## src/rtl/click_pkg.sv

```systemverilog
// Shared types for the click-pipeline receiver: default token width, token type
// and the receive-side handshake state encoding.
package click_pkg;

    localparam int CLICK_DATA_W = 8;

    typedef logic [CLICK_DATA_W-1:0] click_data_t;

    typedef enum logic {
        RX_IDLE    = 1'b0,
        RX_PENDING = 1'b1
    } rx_state_t;

endpackage

```

## src/rtl/click_sync_receiver_if.sv

```systemverilog
// Bundle of the 2-phase click input channel and the clocked valid/ready output channel.
// The slave side is the receiver; the master side is the upstream stage plus the downstream consumer.
interface click_sync_receiver_if
    import click_pkg::*;
#(
    parameter int DATA_W = CLICK_DATA_W
) ();

    logic              in_req;
    logic [DATA_W-1:0] in_data;
    logic              in_ack;
    logic              out_valid;
    logic [DATA_W-1:0] out_data;
    logic              out_ready;

    modport master (
        output in_req,
        output in_data,
        output out_ready,
        input  in_ack,
        input  out_valid,
        input  out_data
    );

    modport slave (
        input  in_req,
        input  in_data,
        input  out_ready,
        output in_ack,
        output out_valid,
        output out_data
    );

endinterface

```

## src/rtl/sync_2ff.sv

```systemverilog
// Two-flop synchronizer with synchronous active-high reset; q lags d by two clk edges.
module sync_2ff #(
    parameter int WIDTH = 1
) (
    input  logic             clk,
    input  logic             reset,
    input  logic [WIDTH-1:0] d,
    output logic [WIDTH-1:0] q
);

    logic [WIDTH-1:0] meta_r;
    logic [WIDTH-1:0] sync_r;

    // Metastability-settling flop chain
    always_ff @(posedge clk) begin
        if (reset) begin
            meta_r <= {WIDTH{1'b0}};
            sync_r <= {WIDTH{1'b0}};
        end else begin
            meta_r <= d;
            sync_r <= meta_r;
        end
    end

    assign q = sync_r;

endmodule

```

## src/rtl/click_sync_receiver.sv

```systemverilog
// Terminal consumer of a 2-phase bundled-data click pipeline: synchronises req, captures
// the bundled data into an FWFT FIFO and returns a 2-phase ack per accepted token.
module click_sync_receiver
    import click_pkg::*;
#(
    parameter int DATA_W = CLICK_DATA_W,
    parameter int DEPTH  = 4,
    parameter int CNT_W  = 16
) (
    input  logic                     clk,
    input  logic                     reset,
    click_sync_receiver_if.slave     bus,
    output logic [$clog2(DEPTH):0]   occupancy,
    output logic [CNT_W-1:0]         rx_count
);

    localparam int PTR_W = $clog2(DEPTH);
    localparam int OCC_W = PTR_W + 1;

    logic              req_s;
    logic              ack_r;
    logic              ack_nxt_s;
    rx_state_t         rx_state_s;
    logic              push_s;
    logic              pop_s;
    logic              full_s;
    logic [PTR_W-1:0]  wr_ptr_r;
    logic [PTR_W-1:0]  rd_ptr_r;
    logic [OCC_W-1:0]  occ_r;
    logic [OCC_W-1:0]  occ_nxt_s;
    logic              valid_r;
    logic [CNT_W-1:0]  cnt_r;
    logic [DATA_W-1:0] mem_r [DEPTH];

    sync_2ff #(
        .WIDTH (1)
    ) u_req_sync (
        .clk   (clk),
        .reset (reset),
        .d     (bus.in_req),
        .q     (req_s)
    );

    assign full_s = (occ_r == OCC_W'(DEPTH));
    assign pop_s  = valid_r & bus.out_ready;

    // Handshake state register: ack_r is the only state held; it differs from req_s while a token waits
    always_ff @(posedge clk) begin
        if (reset) begin
            ack_r <= 1'b0;
        end else begin
            ack_r <= ack_nxt_s;
        end
    end

    // Next-state: decode the current state and toggle ack once a waiting token fits in the FIFO
    always_comb begin
        rx_state_s = RX_IDLE;
        ack_nxt_s  = ack_r;
        if (req_s != ack_r) begin
            rx_state_s = RX_PENDING;
        end else begin
            rx_state_s = RX_IDLE;
        end
        case (rx_state_s)
            RX_PENDING: begin
                if (!full_s) begin
                    ack_nxt_s = ~ack_r;
                end else begin
                    ack_nxt_s = ack_r;
                end
            end
            RX_IDLE:  ack_nxt_s = ack_r;
            default:  ack_nxt_s = ack_r;
        endcase
    end

    // Outputs of the handshake FSM: a FIFO write accompanies every ack toggle
    always_comb begin
        push_s = 1'b0;
        case (rx_state_s)
            RX_PENDING: push_s = ~full_s;
            RX_IDLE:    push_s = 1'b0;
            default:    push_s = 1'b0;
        endcase
    end

    // Fill-level update; a full FIFO refuses the write even when a pop frees a slot on the same edge
    always_comb begin
        occ_nxt_s = occ_r;
        case ({push_s, pop_s})
            2'b10:   occ_nxt_s = occ_r + OCC_W'(1);
            2'b01:   occ_nxt_s = occ_r - OCC_W'(1);
            default: occ_nxt_s = occ_r;
        endcase
    end

    // FIFO pointers, fill level, registered valid flag and wrapping token counter
    always_ff @(posedge clk) begin
        if (reset) begin
            wr_ptr_r <= {PTR_W{1'b0}};
            rd_ptr_r <= {PTR_W{1'b0}};
            occ_r    <= {OCC_W{1'b0}};
            valid_r  <= 1'b0;
            cnt_r    <= {CNT_W{1'b0}};
        end else begin
            if (push_s) begin
                wr_ptr_r <= wr_ptr_r + PTR_W'(1);
                cnt_r    <= cnt_r + CNT_W'(1);
            end
            if (pop_s) begin
                rd_ptr_r <= rd_ptr_r + PTR_W'(1);
            end
            occ_r   <= occ_nxt_s;
            valid_r <= (occ_nxt_s != {OCC_W{1'b0}});
        end
    end

    // Token storage; contents need no reset because the pointers define what is valid
    always_ff @(posedge clk) begin
        if (push_s) begin
            mem_r[wr_ptr_r] <= bus.in_data;
        end
    end

    assign bus.in_ack    = ack_r;
    assign bus.out_valid = valid_r;
    assign bus.out_data  = mem_r[rd_ptr_r];
    assign occupancy     = occ_r;
    assign rx_count      = cnt_r;

endmodule

```

## src/flat_wrapper.sv

```systemverilog
// flat-port wrapper written by rule: the top's interface ports become plain ports
module click_sync_receiver_flat import click_pkg::*;
#(
    parameter int DATA_W = CLICK_DATA_W,
    parameter int DEPTH  = 4,
    parameter int CNT_W  = 16
)
  (clk, reset, occupancy, rx_count, bus_in_req, bus_in_data, bus_out_ready, bus_in_ack, bus_out_valid, bus_out_data);
  click_sync_receiver_if #(.DATA_W(DATA_W)) bus_i ();
  input  logic clk;
  input  logic reset;
  output logic [$clog2(DEPTH):0] occupancy;
  output logic [CNT_W-1:0] rx_count;
  input wire logic [$bits(bus_i.in_req)-1:0] bus_in_req;
  input wire logic [$bits(bus_i.in_data)-1:0] bus_in_data;
  input wire logic [$bits(bus_i.out_ready)-1:0] bus_out_ready;
  output wire logic [$bits(bus_i.in_ack)-1:0] bus_in_ack;
  output wire logic [$bits(bus_i.out_valid)-1:0] bus_out_valid;
  output wire logic [$bits(bus_i.out_data)-1:0] bus_out_data;
  assign bus_i.in_req = bus_in_req;
  assign bus_i.in_data = bus_in_data;
  assign bus_i.out_ready = bus_out_ready;
  assign bus_in_ack = bus_i.in_ack;
  assign bus_out_valid = bus_i.out_valid;
  assign bus_out_data = bus_i.out_data;
  click_sync_receiver #(.DATA_W(DATA_W), .DEPTH(DEPTH), .CNT_W(CNT_W)) u_core (.clk(clk), .reset(reset), .bus(bus_i), .occupancy(occupancy), .rx_count(rx_count));
endmodule
```

## config.mk

```make
export PLATFORM = sky130hd
export DESIGN_NAME = click_sync_receiver_flat
export DESIGN_NICKNAME = d
export VERILOG_FILES = /design/src/rtl/click_pkg.sv /design/src/rtl/click_sync_receiver_if.sv /design/src/rtl/sync_2ff.sv /design/src/rtl/click_sync_receiver.sv /design/src/flat_wrapper.sv
export SDC_FILE = /design/constraint.sdc
export NUM_CORES = 1
export LEC_CHECK = 0
export ABC_AREA = 1
export BUFFER_PORTS_ARGS = -buffer_cell sky130_fd_sc_hd__buf_2
export CAP_MARGIN = 10
export CORE_MARGIN = 8
export CORE_UTILIZATION = 35
export CTS_CLUSTER_SIZE = 40
export DETAILED_ROUTE_END_ITERATION = 8
export SYNTH_ARGS = -nofsm -noshare
export SYNTH_HDL_FRONTEND = slang
export SYNTH_SLANG_ARGS = --single-unit
```

## constraint.sdc

```tcl
create_clock -name clk -period 4.3 [get_ports clk]
set_clock_uncertainty 0.2 [all_clocks]
set_input_delay 0.215 -clock clk [delete_from_list [all_inputs] [get_ports clk]]
set_output_delay 0.215 -clock clk [all_outputs]
set_load 0.02 [all_outputs]
```

; ---- Word-level counts from Yosys, hierarchy flattened
; Memories as Yosys holds them, arrays and structs flattened. A register that Yosys moved wholly into a read port is not among the register bits.
; Cells that the tools add are included.
[totals]
ff_bits = 27
ram_bits = 32
elab_cells = 34
memories = 1
[op_classes]
n_addsub = 5
n_eq_ne = 5
muxes = 9
n_bitwise = 4
reduce_logical = 2
[memory_table]
columns = memory, words, width, rd, rd_clocked_by_memory_dff, write_ports, line_no
row1 = u_core.mem_r, 4, 8, 1, 1, 1, click_sync_receiver.sv:33  ; logic [DATA_W-1:0] mem_r [DEPTH];
[ops]
columns = op, count
row1 = $add 16x1->16 const B, 1
row2 = $pmux 3 s2, 1
row3 = $mux 1, 5
row4 = $add 2x1->2 const B, 2
row5 = $mux 2, 2
row6 = $add 3x1->3 const B, 1
row7 = $eq 3x3->1 const B, 1
row8 = $not 1->1, 3
row9 = $reduce_bool 3->1, 1
row10 = $sub 3x1->3 const B, 1
row11 = $eq 2x1->1 const B, 1
row12 = $eq 2x2->1 const B, 1
row13 = $ne 2x2->1 const B, 1
row14 = $pmux 1 s2, 1
row15 = $reduce_and 2->1, 1
row16 = $and 1x1->1, 1
row17 = $ne 1x1->1, 1

; ---- Longest topological paths before layout
; Gate-level depths: netlist of the first run.
[depth]
word_depth = 7
mapped_depth = 13
ltp_nobuf = 12

; ---- Hierarchy
; From an unflattened synthesis of the first run, not the netlist that was laid out.
[hier_totals]
cells_unflattened = 281
area_unflattened_um2 = 2621.3
[by_module_without_submodules]
columns = module, n_inst, cells_each, area_per_inst_um2, seq_area_each_um2
row1 = click_sync_receiver, 1, 275, 2566.2, 1501.4
row2 = sync_2ff, 1, 6, 55.1, 40.0

; ---- Worst setup path after synthesis of the first run
; OpenSTA, ideal clock, no wires.
[synth_path]
kind = register to register
startpoint = register u_core.occ_r[0] (netlist: u_core.occupancy[0])
endpoint = register u_core.valid_r (netlist: u_core.bus.out_valid)
t_arrival_ps = 1950
t_required_ps = 3986
path_slack_ps = 2037
path_stages_with_launch = 11
path_buffers = 1
period_less_slack_ps = 2263
cell_sequence = dfxtp_1 -> inv_1 -> nand3_1 -> nand2_4 -> buf_8 -> ha_1 -> fa_1 -> o21ai_0 -> a21oi_1 -> inv_1 -> nand2_1
[synth_via]
elab_chain_len = 6
elab_cells_between_ends = 9
cone_classes = add/sub: 2 / eq/ne: 3 / mux: 2 / bitwise: 1 / reduce/logical: 1
[synth_lines]
columns = item, line_no
row1 = "start, declared", click_sync_receiver.sv:29  ; logic [OCC_W-1:0] occ_r;
row2 = "start signal, assigned", click_sync_receiver.sv:103  ; occ_r <= {OCC_W{1'b0}};
row3 = "start signal, assigned", click_sync_receiver.sv:114  ; occ_r <= occ_nxt_s;
row4 = $eq 3x3->1, click_sync_receiver.sv:44  ; assign full_s = (occ_r == OCC_W'(DEPTH));
row5 = $not 1->1, click_sync_receiver.sv:82  ; RX_PENDING: push_s = ~full_s;
row6 = $pmux 1 s2, click_sync_receiver.sv:81  ; case (rx_state_s)
row7 = $eq 2x1->1 / $eq 2x2->1 (equally long branches), click_sync_receiver.sv:91  ; case ({push_s, pop_s})
row8 = $pmux 3 s2 (*), click_sync_receiver.sv:91
row9 = $reduce_bool 3->1 (*), click_sync_receiver.sv:115  ; valid_r <= (occ_nxt_s != {OCC_W{1'b0}});
row10 = "end signal, assigned", click_sync_receiver.sv:115
row11 = "end, declared", click_sync_receiver.sv:31  ; logic valid_r;
; Every way passes the cells marked *; elsewhere a longest branch is shown, timed or not.
; A chain may end at the register's enable or synchronous reset.

==> metrics.cfg, run 1 <==
[yosys]
synthXorXnorAreaFrac = 0.00991
synth_top_family_by_area = simple AND/OR/NAND/NOR gates
syn_area_mm2 = 0.00265
synthAdderAreaFrac = 0.0358
synth.ff_latch_count = 61
synth.largest_area_cell = edfxtp_1
syn_avg_cell_area_um2 = 9.34
synth_warnings = 0
synth_area_leaders = edfxtp_1 36%, dfxtp_1 22%, nor2_1 7.6%
synth_top_area_share = 0.362
yosys.area_share.simple = 0.221
synth.distinct_cells = 24
yosysSeqAreaShare = 0.581
synth-compound-area-share = 0.0925
synth_fp_nets = 303
synth_mux_area_frac = 0
synthCells = 284

[cts]
tritoncts = built
insertion_delay_ns = 0.33
clk_pin_slew_ns = 0.07
cts-root-buf = clkbuf_8
cts-hold-fix-buffers = 11
cts_setup_buffers = 0
cts_resized = 0
cts_sinks = 61
cts_made_buffers = 9
clk_path_buf_depth = 2
htree_num_levels = 3

[floorplan]
die_y_um = 103
coreArea_mm2 = 0.00729
die_x_um = 103
io_pins = 41
die_area_mm2 = 0.0106
start_util = 0.364
rows = 31

[global_routing]
grt_pass1_wl_um = 9150
overflow = 0
antenna_found_initial = 0
grt_start_max_net_pins = 22
grt_pass1_vias = 2021
grt_usage = 0.112

[pwr]
swShare = 0.293
clkPwrFrac = 0.362
powerDensity_mw_per_mm2 = 467
power_mw = 1.53
p_int_mw = 1.08
leakage_nw = 1.31
ir_worst_vdd_uv = 229
p_switching_mw = 0.447
pwr-share-seq = 0.455
comb_power_share = 0.183

[placement]
io_buffers = 40
gp_congestion = 0.734
hpwl_um = 3660
placed_cell_area_mm2 = 0.00294

[routing]
ant_nets = 0
drc = 0
drt-total-wl_um = 5460
drt_iter0_markers = 79
first_pass_iters = 5
vias = 1997
drt-wirelength-per-cell_um = 12.3
vias_per_cell = 4.49

[timing]
period_share = 0.544
hold_viol = 0
finalMaxSlewViolations = 0
finalSetupTns_ns = 0
finalSetupViolations = 0
tightest_slew_ns = 0.822
holdWs_ns = 0.0677
post-route-min-period_ns = 2.34
slew_headroom = 0.450
fmax_mhz = 428
rsz0062_at_grt = false

[worst_setup_path]
worstSetupEndpointType = output port
r2r-start = u_core.occupancy[1]$_SDFF_PP0_
cp.arrival_ns = 1.92
critPathRequiredTime_ns = 3.88
r2r_slack_ns = 2.10
crit_fanout = 17
r2r-end = u_core.bus.out_valid$_SDFF_PP0_
critPathLaunchType = register
worstRegToRegCells = 9
crit_type = register to output port

[finish]
area_growth_pct = 23.2
fin_area_mm2 = 0.00327
antenna_cells = 0
multi_input_area_um2 = 952
nets = 360
final_util = 0.448
num-fill-cells = 757
seq_area_mm2 = 0.00154
drive_above_1_share = 0.208

[hold_path]
min-delay-start = bus_out_ready
holdPathEnd = u_core.rd_ptr_r[0]$_SDFFE_PP0P_
holdPathStages = 4
min-delay-path-class = input port to register

[run]
maxCapViolations = 0

[status]
status = completed

-- sequential cells by signal, summed over array words and instances, names as in the netlist, named ones only --
name,flops
u_core.rx_count,16
u_core.u_req_sync.meta_r,1
u_core.bus.in_ack,1
u_core.occupancy,3
u_core.u_req_sync.q,1
u_core.bus.out_valid,1
u_core.wr_ptr_r,2
u_core.mem_r,32
u_core.rd_ptr_r,2
-- Yosys cell counts --
cell type,count
nor2_2,1
nor3b_2,1
a21oi_1,14
nor3_1,1
xor2_1,3
nand2_2,7
and2_1,1
inv_2,2
fa_1,1
nand4_1,2
dfxtp_1,29
buf_8,1
inv_1,31
nand3_1,12
o21ai_1,1
o21ai_0,24
o22ai_1,8
ha_1,6
buf_2,4
edfxtp_1,32
nand2_1,42
nand2_4,1
nor2_4,6
nor2_1,54
-- layout by cell type (no fill, tap or decap), types with 2 or more instances in the layout --
cell           Yosys  routed
buf_2              4      40
dlygate4sd3_1      0      11
a21oi_1           14      14
ha_1               6       6
clkbuf_1           0       2
o21ai_0           24      24
o22ai_1            8       8
nand3_1           12      12
edfxtp_1          32      32
xor2_1             3       3
nor2_4             6       6
clkbuf_8           0       9
bufinv_16          0       2
inv_2              2       2
clkinv_4           0       2
nand2_1           42      42
nand2_2            7       7
nand4_1            2       2
inv_1             31      31
nor2_1            54      54
dfxtp_1           29      29
-- how the worst max path moves through the flow --
stage | start | to | slack, ns | cells past startpoint
2_1_floorplan | u_core.occupancy[0]$_SDFF_PP0_ | u_core.bus.out_valid$_SDFF_PP0_ | 2.04 | 10
3_3_place_gp | u_core.occupancy[0]$_SDFF_PP0_ | u_core.bus.out_valid$_SDFF_PP0_ | 2.15 | 9
3_5_place_dp | u_core.occupancy[1]$_SDFF_PP0_ | u_core.bus.out_valid$_SDFF_PP0_ | 2.08 | 9
4_1_cts | register | bus_out_data[0] | 1.92 | 4
5_1_grt | register | bus_out_data[5] | 1.73 | 4
6_report | register | bus_out_data[0] | 1.96 | 4
-- critical path: stages, from the launching register on --
cell     delay [ns]
dfxtp_1        0.67
inv_1          0.39
o21ai_0        0.29
o22ai_1        0.09
buf_2          0.16
-- stage by stage --
step,setup slack [ns],std cells
finish,1.96,445
global route,1.73,445
CTS,1.92,445
detailed placement,2.08,418
global placement,2.15,418
floorplan,2.04,284
-- final cells by class --
class                           count  share of cell area
Sequential cell                    61               0.472
Multi-Input combinational cell    185               0.291
Timing Repair Buffer               51              0.0949
Clock buffer                       11              0.0402
Inverter                           33              0.0379
Tap cell                           99              0.0379
Clock inverter                      5              0.0260
-- power groups by stage --
stage               clock (mW)  combinational, mW  sequential, mW
floorplan                    0              0.180           0.718
CTS                      0.566              0.284           0.695
finish                   0.553              0.279           0.694
global route             0.592              0.315           0.702
detailed placement           0              0.276           0.708
global placement             0              0.273           0.705
-- metal layers --
| metal | vias up | global-route usage | share of wire |
|---|---|---|---|
| li1 | 1045 | - | - |
| met1 | 913 | 0.125 | 0.47 |
| met2 | 35 | 0.186 | 0.47 |
| met3 | 4 | 0.0452 | 0.056 |
| met4 | 0 | 0.0467 | 0.011 |
| met5 | - | 0 | 0 |
-- cells by family (layout without fill, tap and decap cells) --
family	Yosys count	in the layout
buf+inv	38	100
simple gates	128	128
fa+ha+maj	7	7
flops	61	61
xor+xnor	3	3
compound gates	47	47
Power figures use the tool's default switching activity.
==> inputs of run 2 (changes only) <==
- clock period: 4.3 -> 2.35 ns (I/O delays scaled with it)
==> run 2 against run 1 <==
Against the previous run: flip-flop and latch count stayed put; final area is 0.65% higher; non-clock buffer count is 7 higher; worst hold slack better by 0.14 ns; critical path type is now register to register; largest cell class unchanged; highest routed layer unchanged.
==> metrics.cfg, run 2 (synthesis results as in run 1) <==
[status]
status = completed

[finish]
antenna_cells = 0  ; unchanged
largest_reg_flops = 32  ; unchanged
area_growth_pct = 24.0
multi_input_area_um2 = 952  ; unchanged
regMostFlops = u_core.mem_r
nets = 367  ; +1.9%
mostFrequentLayoutCells = 54 x nor2_1, 42 x nand2_1, 40 x buf_2
final_common_cell = nor2_1
seq_area_mm2 = 0.00154  ; unchanged
drive_above_1_share = 0.227  ; +0.0185
num-fill-cells = 744  ; -1.7%

[pwr]
leakage_nw = 1.33  ; +1.4%
ir_worst_vdd_uv = 356  ; +55%
powerDensity_mw_per_mm2 = 801  ; +72%

[worst_setup_path]
crit_family = adder cells
cp_common_cell = nand2_1
worstSetupEndpointType = register
crit_type = register to register
cp_slowest_cell = dfxtp_1
crit_fanout = 4  ; -13
crit_chain = inv_1, nand3_1, nand2_4, ha_1, fa_1, nor2_1, nor2_1, nand2_1, xor2_1, nand2_1, nand2_1
cp.arrival_ns = 2.15  ; +0.23 ns
critPathLaunchType = register
critPathRequiredTime_ns = 2.43  ; -1.45 ns
slowest_delay_ns = 0.42  ; -0.25 ns
crit_buf_inv = 1  ; -1

[cts]
insertion_delay_ns = 0.34  ; about the same
cts_sinks = 61  ; unchanged
clk_pin_slew_ns = 0.07  ; about the same
cts_made_buffers = 9  ; unchanged
cts_setup_buffers = 0  ; unchanged
cts-root-buf = clkbuf_8
htree_num_levels = 3  ; unchanged
tritoncts = built
clk_path_buf_depth = 2  ; unchanged
cts_resized = 0  ; unchanged

[timing]
finalMaxSlewViolations = 0  ; unchanged
finalSetupViolations = 0  ; unchanged
finalSetupTns_ns = 0  ; unchanged
holdWs_ns = 0.206  ; +0.138 ns
hold_viol = 0  ; unchanged
setup_slack_ns = 0.289  ; -1.67 ns
tightest_slew_ns = 0.669  ; -0.153 ns
rsz0062_at_grt = false
post-route-min-period_ns = 2.06
period_share = 0.877
fmax_mhz = 485
slew_headroom = 0.554  ; +0.104

[floorplan]
io_pins = 41  ; unchanged
die_area_mm2 = 0.0106  ; unchanged
die_x_um = 103  ; unchanged
rows = 31  ; unchanged
start_util = 0.364  ; unchanged
die_y_um = 103  ; unchanged
coreArea_mm2 = 0.00729  ; unchanged

[routing]
vias = 2041  ; +2.2%
first_pass_iters = 5  ; unchanged
met1_length_um = 2600  ; +2.1%
routed.top_layer = met4
drt-total-wl_um = 5440  ; -0.38%
dr_wl_met3_um = 277  ; -9.8%
drt-wirelength-per-cell_um = 12.0  ; -1.9%
vias_per_cell = 4.52  ; +0.62%
dr_wl_met2_um = 2470  ; -2.9%
drc = 0  ; unchanged
ant_nets = 0  ; unchanged
drt_iter0_markers = 87  ; +10%

[hold_path]
min-delay-path-class = register to register

[run]
maxCapViolations = 0  ; unchanged

[placement]
dp_slack_ns = 0.309  ; -1.77 ns
gp_congestion = 0.753  ; +2.6%
io_buffers = 40  ; unchanged
hpwl_um = 3770  ; +3.0%

[global_routing]
antenna_found_initial = 0  ; unchanged
grt_pass1_wl_um = 9050  ; -1.1%
overflow = 0  ; unchanged
grt_pass1_vias = 1971  ; -2.5%
grt_start_max_net_pins = 22  ; unchanged
grt_usage = 0.112  ; -0.000505

==> run 2: cell types whose count changed in the layout (fill, tap and decap cells not counted) <==
cell           delta
dlygate4sd3_1     +1
clkinvlp_4        +1
clkbuf_1          -2
clkinv_4          +1
inv_6             +2
buf_4             +6
bufinv_16         -2
==> run 2: worst paths after layout <==
| check | to | cells past startpoint | startpoint | slack (ns) |
|---|---|---|---|---|
| setup reg to reg | u_core.bus.out_valid$_SDFF_PP0_ | 11 | u_core.occupancy[0]$_SDFF_PP0_ | 0.29 |
| hold reg to reg | u_core.u_req_sync.q$_SDFF_PP0_ | 2 | u_core.u_req_sync.meta_r$_SDFF_PP0_ | 0.21 |
| setup / recovery | u_core.bus.out_valid$_SDFF_PP0_ | 11 | u_core.occupancy[0]$_SDFF_PP0_ | 0.29 |
| hold / removal | u_core.u_req_sync.q$_SDFF_PP0_ | 2 | u_core.u_req_sync.meta_r$_SDFF_PP0_ | 0.21 |
==> run 2: area by class of cell <==
cell class,instances,area share
flip-flops and latches,61,0.469
well taps,99,0.0377
clock buffers,9,0.0377
inverters,33,0.0377
clock inverters,7,0.0179
repair buffers,58,0.111
multi-input cells,185,0.289
==> run 2: through the flow <==
stage / utilization / power [mW] / cells / area [um^2]
2_1_floorplan: - / 1.64 / 284 / 2650
3_3_place_gp: 0.410 / 1.80 / 424 / 2990
3_5_place_dp: 0.410 / 1.82 / 424 / 2990
4_1_cts: 0.451 / 2.69 / 452 / 3290
5_1_grt: 0.451 / 2.79 / 452 / 3290
6_report: 0.451 / 2.64 / 452 / 3290
==> run 2: timing repair <==
action / 4_1_cts / 5_1_grt
endpoints found under the setup margin: 0 / 0
endpoints found under the hold margin: 41 / 0
hold buffers: 12 / 0
==> run 2: worst min-delay path, cell delays in order, from the launching register on <==
cell,delay [ns]
dfxtp_1,0.30
inv_1,0.04
nor2_1,0.03
==> run 2: layer usage <==
metal	GRT usage	vias to the layer above
li1	-	1062
met1	0.135	936
met2	0.173	34
met3	0.0405	9
met4	0.0534	0
met5	0	-
==> run 2: power breakdown <==
part | internal [mW] | switching [mW] | total [mW]
sequential | 1.20 | 0.0529 | 1.25
combinational | 0.188 | 0.356 | 0.544
clock | 0.394 | 0.446 | 0.840
total | 1.78 | 0.855 | 2.64
